<file path="src/rtl/dm_port_arbiter_pkg.sv">
// Shared definitions for the data-memory port arbiter and the DM block.
package dm_port_arbiter_pkg;

  localparam int unsigned DM_DATA_W = 16;
  localparam int unsigned DM_ADDR_W = 16;

  // Owner of the read data returning from the memory this cycle.
  typedef enum logic [1:0] {
    R_NONE = 2'd0,
    R_CORE = 2'd1,
    R_HOST = 2'd2
  } rd_owner_e;

endpackage

</file>
<file path="src/rtl/dm_port_arbiter_if.sv">
// Bus bundle for the DM port arbiter: core side, host side and memory macro side.
// host_lock exists only when ARB_HOST_LOCK_EN is defined.
interface dm_port_arbiter_if
  import dm_port_arbiter_pkg::*;
#(
  parameter int unsigned DATA_W = DM_DATA_W,
  parameter int unsigned ADDR_W = DM_ADDR_W
) ();

  logic              core_req;
  logic              core_we;
  logic [ADDR_W-1:0] core_addr;
  logic [DATA_W-1:0] core_wdata;
  logic              core_stall;
  logic [DATA_W-1:0] core_rdata;
  logic              core_rvalid;

  logic              host_req;
  logic              host_we;
  logic [ADDR_W-1:0] host_addr;
  logic [DATA_W-1:0] host_wdata;
  logic              host_gnt;
  logic [DATA_W-1:0] host_rdata;
  logic              host_rvalid;
`ifdef ARB_HOST_LOCK_EN
  logic              host_lock;
`endif

  logic              mem_en;
  logic              mem_we;
  logic [ADDR_W-1:0] mem_addr;
  logic [DATA_W-1:0] mem_wdata;
  logic [DATA_W-1:0] mem_rdata;

  // Requesters and memory model side.
  modport master (
`ifdef ARB_HOST_LOCK_EN
    output host_lock,
`endif
    output core_req, core_we, core_addr, core_wdata,
    input  core_stall, core_rdata, core_rvalid,
    output host_req, host_we, host_addr, host_wdata,
    input  host_gnt, host_rdata, host_rvalid,
    input  mem_en, mem_we, mem_addr, mem_wdata,
    output mem_rdata
  );

  // Arbiter side.
  modport slave (
`ifdef ARB_HOST_LOCK_EN
    input  host_lock,
`endif
    input  core_req, core_we, core_addr, core_wdata,
    output core_stall, core_rdata, core_rvalid,
    input  host_req, host_we, host_addr, host_wdata,
    output host_gnt, host_rdata, host_rvalid,
    output mem_en, mem_we, mem_addr, mem_wdata,
    input  mem_rdata
  );

endinterface

</file>
<file path="src/rtl/dm_starve_ctr.sv">
// Host starvation counter: counts consecutive waiting cycles and raises
// force_grant once the host has waited STARVE_MAX cycles.
module dm_starve_ctr #(
  parameter int unsigned STARVE_MAX = 4,
  parameter int unsigned CNT_W      = 8
) (
  input  logic clk,
  input  logic reset,
  input  logic req,
  input  logic gnt,
  input  logic clr,
  output logic force_grant
);

  localparam logic [CNT_W-1:0] MaxCnt = CNT_W'(STARVE_MAX);

  logic [CNT_W-1:0] cnt_q;

  // Saturating count of host wait cycles; any grant or dropped request restarts it.
  always_ff @(posedge clk) begin
    if (reset || clr || !req || gnt) begin
      cnt_q <= '0;
    end else if (cnt_q != MaxCnt) begin
      cnt_q <= cnt_q + 1'b1;
    end
  end

  // Force a host grant once the wait limit is reached.
  always_comb begin
    force_grant = req && (cnt_q == MaxCnt);
  end

endmodule

</file>
<file path="src/rtl/dm_port_arbiter.sv">
// Data-memory port arbiter: core has fixed priority, the host is guaranteed
// progress by a starvation counter. Optional macro ARB_HOST_LOCK_EN adds a
// host lock that keeps the port for atomic host read-modify-write.
module dm_port_arbiter
  import dm_port_arbiter_pkg::*;
#(
  parameter int unsigned DATA_W     = DM_DATA_W,
  parameter int unsigned ADDR_W     = DM_ADDR_W,
  parameter int unsigned STARVE_MAX = 4,
  parameter int unsigned CNT_W      = 8
) (
  input logic              clk,
  input logic              reset,
  dm_port_arbiter_if.slave bus
);

  rd_owner_e         rd_owner_q;
  logic              hold_q;
  logic              active;
  logic              host_req_eff;
  logic              force_host;
  logic              locked;
  logic              core_gnt;
  logic              host_gnt;
  logic              mem_en;
  logic              mem_we;
  logic [ADDR_W-1:0] mem_addr;
  logic [DATA_W-1:0] mem_wdata;

  // Keeps all grants off for the first cycle after reset as well as during it.
  always_ff @(posedge clk) begin
    hold_q <= reset;
  end

`ifdef ARB_HOST_LOCK_EN
  logic lock_q;

  // Lock is taken on a host grant with host_lock set and dropped with host_lock.
  always_ff @(posedge clk) begin
    if (reset || !bus.host_lock) begin
      lock_q <= 1'b0;
    end else if (host_gnt) begin
      lock_q <= 1'b1;
    end
  end

  assign locked = lock_q;
`else
  assign locked = 1'b0;
`endif

  assign active       = !reset && !hold_q;
  assign host_req_eff = active && bus.host_req;

  dm_starve_ctr #(
    .STARVE_MAX (STARVE_MAX),
    .CNT_W      (CNT_W)
  ) u_starve (
    .clk         (clk),
    .reset       (reset),
    .req         (host_req_eff),
    .gnt         (host_gnt),
    .clr         (locked),
    .force_grant (force_host)
  );

  // Grant decision and memory mux; only one side can win in a cycle.
  always_comb begin
    core_gnt  = active && bus.core_req && !force_host && !locked;
    host_gnt  = host_req_eff && (!bus.core_req || force_host || locked);
    mem_en    = 1'b0;
    mem_we    = 1'b0;
    mem_addr  = '0;
    mem_wdata = '0;
    if (core_gnt) begin
      mem_en    = 1'b1;
      mem_we    = bus.core_we;
      mem_addr  = bus.core_addr;
      mem_wdata = bus.core_wdata;
    end else if (host_gnt) begin
      mem_en    = 1'b1;
      mem_we    = bus.host_we;
      mem_addr  = bus.host_addr;
      mem_wdata = bus.host_wdata;
    end
  end

  // Read-return FSM: remembers who issued the read whose data arrives next cycle.
  always_ff @(posedge clk) begin
    if (reset) begin
      rd_owner_q <= R_NONE;
    end else if (core_gnt && !bus.core_we) begin
      rd_owner_q <= R_CORE;
    end else if (host_gnt && !bus.host_we) begin
      rd_owner_q <= R_HOST;
    end else begin
      rd_owner_q <= R_NONE;
    end
  end

  // Drive the bus; rvalid is masked during reset so an in-flight read is dropped.
  always_comb begin
    bus.mem_en      = mem_en;
    bus.mem_we      = mem_we;
    bus.mem_addr    = mem_addr;
    bus.mem_wdata   = mem_wdata;
    bus.core_stall  = active && bus.core_req && !core_gnt;
    bus.host_gnt    = host_gnt;
    bus.core_rvalid = !reset && (rd_owner_q == R_CORE);
    bus.host_rvalid = !reset && (rd_owner_q == R_HOST);
    bus.core_rdata  = bus.core_rvalid ? bus.mem_rdata : '0;
    bus.host_rdata  = bus.host_rvalid ? bus.mem_rdata : '0;
  end

endmodule

</file>
<file path="src/flat_wrapper.sv">
// flat-port wrapper written by rule: the top's interface ports become plain ports
module dm_port_arbiter_flat import dm_port_arbiter_pkg::*;
#(
  parameter int unsigned DATA_W     = DM_DATA_W,
  parameter int unsigned ADDR_W     = DM_ADDR_W,
  parameter int unsigned STARVE_MAX = 4,
  parameter int unsigned CNT_W      = 8
)
  (clk, reset, bus_core_req, bus_core_we, bus_core_addr, bus_core_wdata, bus_core_stall, bus_core_rdata, bus_core_rvalid, bus_host_req, bus_host_we, bus_host_addr, bus_host_wdata, bus_host_gnt, bus_host_rdata, bus_host_rvalid, bus_mem_en, bus_mem_we, bus_mem_addr, bus_mem_wdata, bus_mem_rdata);
  dm_port_arbiter_if #(.DATA_W(DATA_W), .ADDR_W(ADDR_W)) bus_i ();
  input logic clk;
  input logic reset;
  input wire logic [$bits(bus_i.core_req)-1:0] bus_core_req;
  input wire logic [$bits(bus_i.core_we)-1:0] bus_core_we;
  input wire logic [$bits(bus_i.core_addr)-1:0] bus_core_addr;
  input wire logic [$bits(bus_i.core_wdata)-1:0] bus_core_wdata;
  output wire logic [$bits(bus_i.core_stall)-1:0] bus_core_stall;
  output wire logic [$bits(bus_i.core_rdata)-1:0] bus_core_rdata;
  output wire logic [$bits(bus_i.core_rvalid)-1:0] bus_core_rvalid;
  input wire logic [$bits(bus_i.host_req)-1:0] bus_host_req;
  input wire logic [$bits(bus_i.host_we)-1:0] bus_host_we;
  input wire logic [$bits(bus_i.host_addr)-1:0] bus_host_addr;
  input wire logic [$bits(bus_i.host_wdata)-1:0] bus_host_wdata;
  output wire logic [$bits(bus_i.host_gnt)-1:0] bus_host_gnt;
  output wire logic [$bits(bus_i.host_rdata)-1:0] bus_host_rdata;
  output wire logic [$bits(bus_i.host_rvalid)-1:0] bus_host_rvalid;
  output wire logic [$bits(bus_i.mem_en)-1:0] bus_mem_en;
  output wire logic [$bits(bus_i.mem_we)-1:0] bus_mem_we;
  output wire logic [$bits(bus_i.mem_addr)-1:0] bus_mem_addr;
  output wire logic [$bits(bus_i.mem_wdata)-1:0] bus_mem_wdata;
  input wire logic [$bits(bus_i.mem_rdata)-1:0] bus_mem_rdata;
  assign bus_i.core_req = bus_core_req;
  assign bus_i.core_we = bus_core_we;
  assign bus_i.core_addr = bus_core_addr;
  assign bus_i.core_wdata = bus_core_wdata;
  assign bus_core_stall = bus_i.core_stall;
  assign bus_core_rdata = bus_i.core_rdata;
  assign bus_core_rvalid = bus_i.core_rvalid;
  assign bus_i.host_req = bus_host_req;
  assign bus_i.host_we = bus_host_we;
  assign bus_i.host_addr = bus_host_addr;
  assign bus_i.host_wdata = bus_host_wdata;
  assign bus_host_gnt = bus_i.host_gnt;
  assign bus_host_rdata = bus_i.host_rdata;
  assign bus_host_rvalid = bus_i.host_rvalid;
  assign bus_mem_en = bus_i.mem_en;
  assign bus_mem_we = bus_i.mem_we;
  assign bus_mem_addr = bus_i.mem_addr;
  assign bus_mem_wdata = bus_i.mem_wdata;
  assign bus_i.mem_rdata = bus_mem_rdata;
  dm_port_arbiter #(.DATA_W(DATA_W), .ADDR_W(ADDR_W), .STARVE_MAX(STARVE_MAX), .CNT_W(CNT_W)) u_core (.clk(clk), .reset(reset), .bus(bus_i));
endmodule
</file>
<file path="config.mk">
export PLATFORM = sky130hd
export DESIGN_NAME = dm_port_arbiter_flat
export DESIGN_NICKNAME = d
export VERILOG_FILES = /design/src/rtl/dm_port_arbiter_pkg.sv /design/src/rtl/dm_port_arbiter_if.sv /design/src/rtl/dm_starve_ctr.sv /design/src/rtl/dm_port_arbiter.sv /design/src/flat_wrapper.sv
export SDC_FILE = /design/constraint.sdc
export NUM_CORES = 1
export LEC_CHECK = 0
export ABC_AREA = 1
export CAP_MARGIN = 15
export CORE_MARGIN = 2
export CORE_UTILIZATION = 28
export CTS_BUF_LIST = sky130_fd_sc_hd__clkbuf_8 sky130_fd_sc_hd__clkbuf_16
export CTS_CLUSTER_SIZE = 10
export DETAILED_ROUTE_END_ITERATION = 10
export GPL_ROUTABILITY_DRIVEN = 0
export PLACE_DENSITY = 0.86
export RECOVER_POWER = 25
export SLEW_MARGIN = 20
export SYNTH_ARGS = -nofsm -noshare
export SYNTH_HDL_FRONTEND = slang
export SYNTH_SLANG_ARGS = --single-unit
</file>
<file path="constraint.sdc">
create_clock -name clk -period 4.3 [get_ports clk]
set_input_delay 0.86 -clock clk [delete_from_list [all_inputs] [get_ports clk]]
set_output_delay 0.86 -clock clk [all_outputs]
set_load 0.01 [all_outputs]
</file>
==> results of run 1 <==
area by class of cell:
type	count	area [um^2]
Timing Repair Buffer	158	1570
Clock buffer	3	41.3
Fill cell	390	1450
Tap cell	52	65.1
Clock inverter	1	3.75
Sequential cell	11	220
Multi-Input combinational cell	185	846
Inverter	32	120
final timing paths:
kind | end | slack [ns] | depth (start not counted)
setup / recovery | bus_core_stall | 0.41 | 5
hold / removal | u_core.u_starve.cnt_q[0]$_SDFFE_PP0P_ | 0.46 | 1
setup reg to reg | u_core.u_starve.cnt_q[7]$_SDFFE_PP0P_ | 2.62 | 4
hold reg to reg | u_core.u_starve.cnt_q[0]$_SDFFE_PP0P_ | 0.46 | 1
power breakdown:
| part | internal [uW] | total [uW] | switching (uW) | leakage, uW |
|---|---|---|---|---|
| clock network | 62.5 | 100 | 37.5 | 0.0000269 |
| logic | 104 | 158 | 54.0 | 0.00121 |
| registers | 103 | 104 | 0.922 | 0.0000892 |
| total | 270 | 362 | 92.4 | 0.00132 |
synthesized netlist by cell type:
cell type,count
a21oi_1,4
buf_2,7
clkbuf_1,8
dfxtp_1,11
ha_1,2
inv_1,32
nand2_1,52
nand2_2,1
nand3_1,72
nand4_1,1
nor2_1,46
nor3_1,1
nor3_2,1
nor3b_4,1
o21ai_0,1
xnor2_1,1
xor2_1,2
kinds of logic after synthesis:
logic type               Yosys count  synth area share [%]
AO/OA/AOI/OAI                      5                  1.99
AND/OR/NAND/NOR                  175                  61.7
adder cells (fa/ha/maj)            2                  1.99
flip-flops                        11                  17.5
XOR/XNOR                           3                  2.09
buffers and inverters             47                  14.7
flip-flops by register name (all words and copies together), names as in the netlist:
register and count:
u_core.hold_q 1, u_core.rd_owner_q 2, u_core.u_starve.cnt_q 8
metal layers:
metal	track usage [%]	vias to the layer above	wire [um]
li1	-	1061	-
met1	21.4	889	1930
met2	37.5	125	2740
met3	7.26	16	646
met4	10.1	0	167
met5	0	-	0
through the flow:
stage / util, % / cell area (um^2)
2_1_floorplan: - / 1260
3_3_place_gp: 65.6 / 2840
3_5_place_dp: 65.6 / 2840
4_1_cts: 66.6 / 2880
5_1_grt: 66.4 / 2870
6_report: 66.4 / 2870
==> qor.yml, run 1 <==
status: "finished, final reports clean"
drc: 0
synthCells: 243
ctsHtreeMaxLevel: 1
postCtsSetupBuffers: 0
syn_avg_cell_area_um2: 5.17
drt_iter0_drc: 32
cts_buffer_depth: 2
die_w_um: 71.0
slowest_stage: "dlygate4sd3_1"
cts.hold.buffers_added: 0
overflow: 0
io_buffer_count: 155
ys_seq_area_share_pct: 17.5
hold_slack_ns: 0.460
critical_path.max_stage_delay_ns: 0.63
nets: 479
synth_area_leaders: "nand3_1 29%, dfxtp_1 18%, nand2_1 16%"
grt_use_total_pct: 20.8
antenna_found_initial: 0
fin_crit_sh_pct: 90.4
grt_pass1_wl_um: 8490
min_from: "u_core.u_starve.cnt_q[0]$_SDFFE_PP0P_"
maxSlewHeadroom_pct: 59.0
cts_buffers: 3
crit_chain: "dlygate4sd3_1, nor3b_1, nand2_2, nor2_1, clkdlybuf4s50_1"
p_leak_uw: 0.00132
rsz0062_at_grt: "no"
yosys_register_bits: 11
io_pins: 156
finalSetupViolCount: 0
clk_pin_slew_ns: 0.05
cts.repair.resized: 0
vias: 2091
hold_viol_final: 0
yosysTopAreaCellShare_pct: 28.7
drt-total-wl_um: 5480
rows: 24
crit_type: "in -> out"
cts.sink_count: 11
final_common_cell: "clkdlybuf4s50_1"
grt_start_max_net_pins: 36
area_growth_pct: 128
grt_pass1_vias: 1909
n_antenna_cell: 0
synth_nets: 331
routed_via_density: 4.73
stdcell_count: 442
worst_slew_pin_slew_ns: 0.613
hpwl_um: 4490
r2r-start: "u_core.hold_q$_DFF_P_"
critical_path_buf_inv_count: 2
clock.fmax_ghz: 0.257
start_util_pct: 29.1
cap_viol_max_count: 0
wl_per_cell_um: 12.4
total_power_uw: 362
post-route-min-period_ns: 3.89
fp.dieH_um: 71.0
layout-drive-gt1-share_pct: 2.05
placed_cells: 438
hold_path_class: "reg -> reg"
layout_common_cells: "145 x clkdlybuf4s50_1, 72 x nand3_1, 52 x nand2_1"
drtPass1Iterations: 4
dieArea_mm2: 0.00504
synth_warnings: 0
timing.critical_path.required_ns: 3.44
irDropWorstVdd_uv: 79.6
root_buffer: "clkbuf_8"
worstPathMaxFanout: 35
worst_setup_path_end_kind: "output pin"
place_ws_ns: 0.578
worst_slack_ns: 0.411
ys_types: 17
powerDensity_mw_per_mm2: 126
fin_worst_skew_ns: 0.00200
critPathArrivalTime_ns: 3.03
cts_tree: "yes"
yosys.area.top_type: "nand3_1"
coreArea_mm2: 0.00432
crit_start: "reset"
syn_area_mm2: 0.00126
startpoint_type: "primary input"
crit_family: "buffers and inverters"
finalMaxSlewViolations: 0
clk_latency_ns: 0.24
final_antenna_net_count: 0
setup_tns_ns: 0
Note: power is estimated with default switching activity, not from simulation.
==> inputs of run 2 (changes only) <==
--- a/constraint.sdc
+++ b/constraint.sdc
@@ -3,2 +3,2 @@
 set_output_delay 0.86 -clock clk [all_outputs]
-set_load 0.01 [all_outputs]
+set_load 0.005 [all_outputs]
==> qor.yml, run 2 (synthesis gave the netlist of run 1 again) <==
status: "finished, final reports clean"
fin_crit_sh_pct: 91.1
critical_path_buf_inv_count: 2
clk_pin_slew_ns: 0.05
stdcell_count: 442
cts_tree: "yes"
clk_latency_ns: 0.24
finalMaxSlewViolations: 0
hold_path_class: "reg -> reg"
coreArea_mm2: 0.00432
hold_viol_final: 0
wl_per_cell_um: 12.4
grt_pass1_vias: 1889
p_sw_share_pct: 24.5
cts_buffers: 3
clock.fmax_ghz: 0.255
hpwl_um: 4430
cts.repair.resized: 0
r2r_cells: 4
powerDensity_mw_per_mm2: 124
final_antenna_net_count: 0
io_pins: 156
rsz0062_at_grt: "no"
slowest_stage: "dlygate4sd3_1"
timing.critical_path.required_ns: 3.44
p_comb_share_pct: 42.4
irDropWorstVdd_uv: 85.1
die_w_um: 71.0
rows: 24
top_register: "u_core.u_starve.cnt_q"
worst_slew_pin_slew_ns: 0.596
wl_met1_um: 1910
cts_buffer_depth: 2
holdPathStages: 1
worst_setup_path_end_kind: "output pin"
drt-total-wl_um: 5470
drc: 0
p_int_uw: 270
cts.hold.buffers_added: 0
cts.sink_count: 11
cp_num_cells: 5
nets: 479
routed_via_density: 4.73
n_antenna_cell: 0
pwr-share-seq_pct: 29.2
topRoutingLayerUsed: "met4"
critical_path.max_stage_delay_ns: 0.64
ctsHtreeMaxLevel: 1
post_dp_cell_area_mm2: 0.00284
critPathArrivalTime_ns: 3.06
worst_slack_ns: 0.384
final_common_cell: "clkdlybuf4s50_1"
fillCellCount: 401
finalSetupViolCount: 0
fp.dieH_um: 71.0
power.share.clock_pct: 28.4
place_ws_ns: 0.600
io_buffer_count: 155
layout-drive-gt1-share_pct: 2.05
drtPass1Iterations: 4
placed_cells: 438
dieArea_mm2: 0.00504
crit_family: "buffers and inverters"
cap_viol_max_count: 0
wl_met3_um: 602
area_growth_pct: 128
setup_tns_ns: 0
final_area_mm2: 0.00287
antenna_found_initial: 0
layout_common_cells: "145 x clkdlybuf4s50_1, 72 x nand3_1, 52 x nand2_1"
startpoint_type: "primary input"
drt_iter0_drc: 89
p_leak_uw: 0.00132
largest_registers: "u_core.u_starve.cnt_q (8), u_core.rd_owner_q (2), u_core.hold_q (1)"
grt_use_total_pct: 20.9
overflow: 0
post-route-min-period_ns: 3.92
worstPathMaxFanout: 35
grt_pass1_wl_um: 8510
crit_chain: "dlygate4sd3_1, nor3b_1, nand2_2, nor2_1, clkdlybuf4s50_1"
netSwitchingPower_uw: 87.4
register_area_um2: 220
hold_slack_ns: 0.461
fin_worst_skew_ns: 0.00296
grt_start_max_net_pins: 36
postCtsSetupBuffers: 0
crit_type: "in -> out"
dr_wl_met2_um: 2830
maxSlewHeadroom_pct: 60.1
vias: 2089
start_util_pct: 29.1
multi_input_area_um2: 846
largest_register_ffs: 8
root_buffer: "clkbuf_8"
-- run 2: cell counts in the layout (fill, tap and decap cells not counted) --
No cell type changed its count.
-- run 2: area by class of cell --
cell class / instances / area share (%)
Sequential cell: 11 / 7.67
Multi-Input combinational cell: 185 / 29.5
Inverter: 32 / 4.18
Clock inverter: 1 / 0.131
Clock buffer: 3 / 1.44
Tap cell: 52 / 2.27
Timing Repair Buffer: 158 / 54.8
-- run 2: power groups by stage --
stage | registers, uW | logic (uW) | clock network, uW
floorplan | 106 | 35.4 | 0
global placement | 107 | 151 | 0
detailed placement | 107 | 153 | 0
CTS | 105 | 154 | 104
global route | 104 | 164 | 110
finish | 104 | 151 | 101
-- run 2: metrics by stage --
step	util [%]	power (uW)
finish	66.4	357
global route	66.4	378
CTS	66.6	362
detailed placement	65.6	260
global placement	65.6	258
floorplan	-	142
-- run 2: final timing paths --
kind / from / endpoint / slack, ns
min reg2reg: u_core.u_starve.cnt_q[0]$_SDFFE_PP0P_ / u_core.u_starve.cnt_q[0]$_SDFFE_PP0P_ / 0.46
max reg2reg: u_core.hold_q$_DFF_P_ / u_core.u_starve.cnt_q[1]$_SDFFE_PP0P_ / 2.57
max: reset / bus_core_stall / 0.38
min: u_core.u_starve.cnt_q[0]$_SDFFE_PP0P_ / u_core.u_starve.cnt_q[0]$_SDFFE_PP0P_ / 0.46
-- run 2: metal layers --
layer | GRT usage, % | up-vias
li1 | - | 1062
met1 | 20.8 | 904
met2 | 40.4 | 114
met3 | 6.13 | 9
met4 | 7.97 | 0
met5 | 0 | -
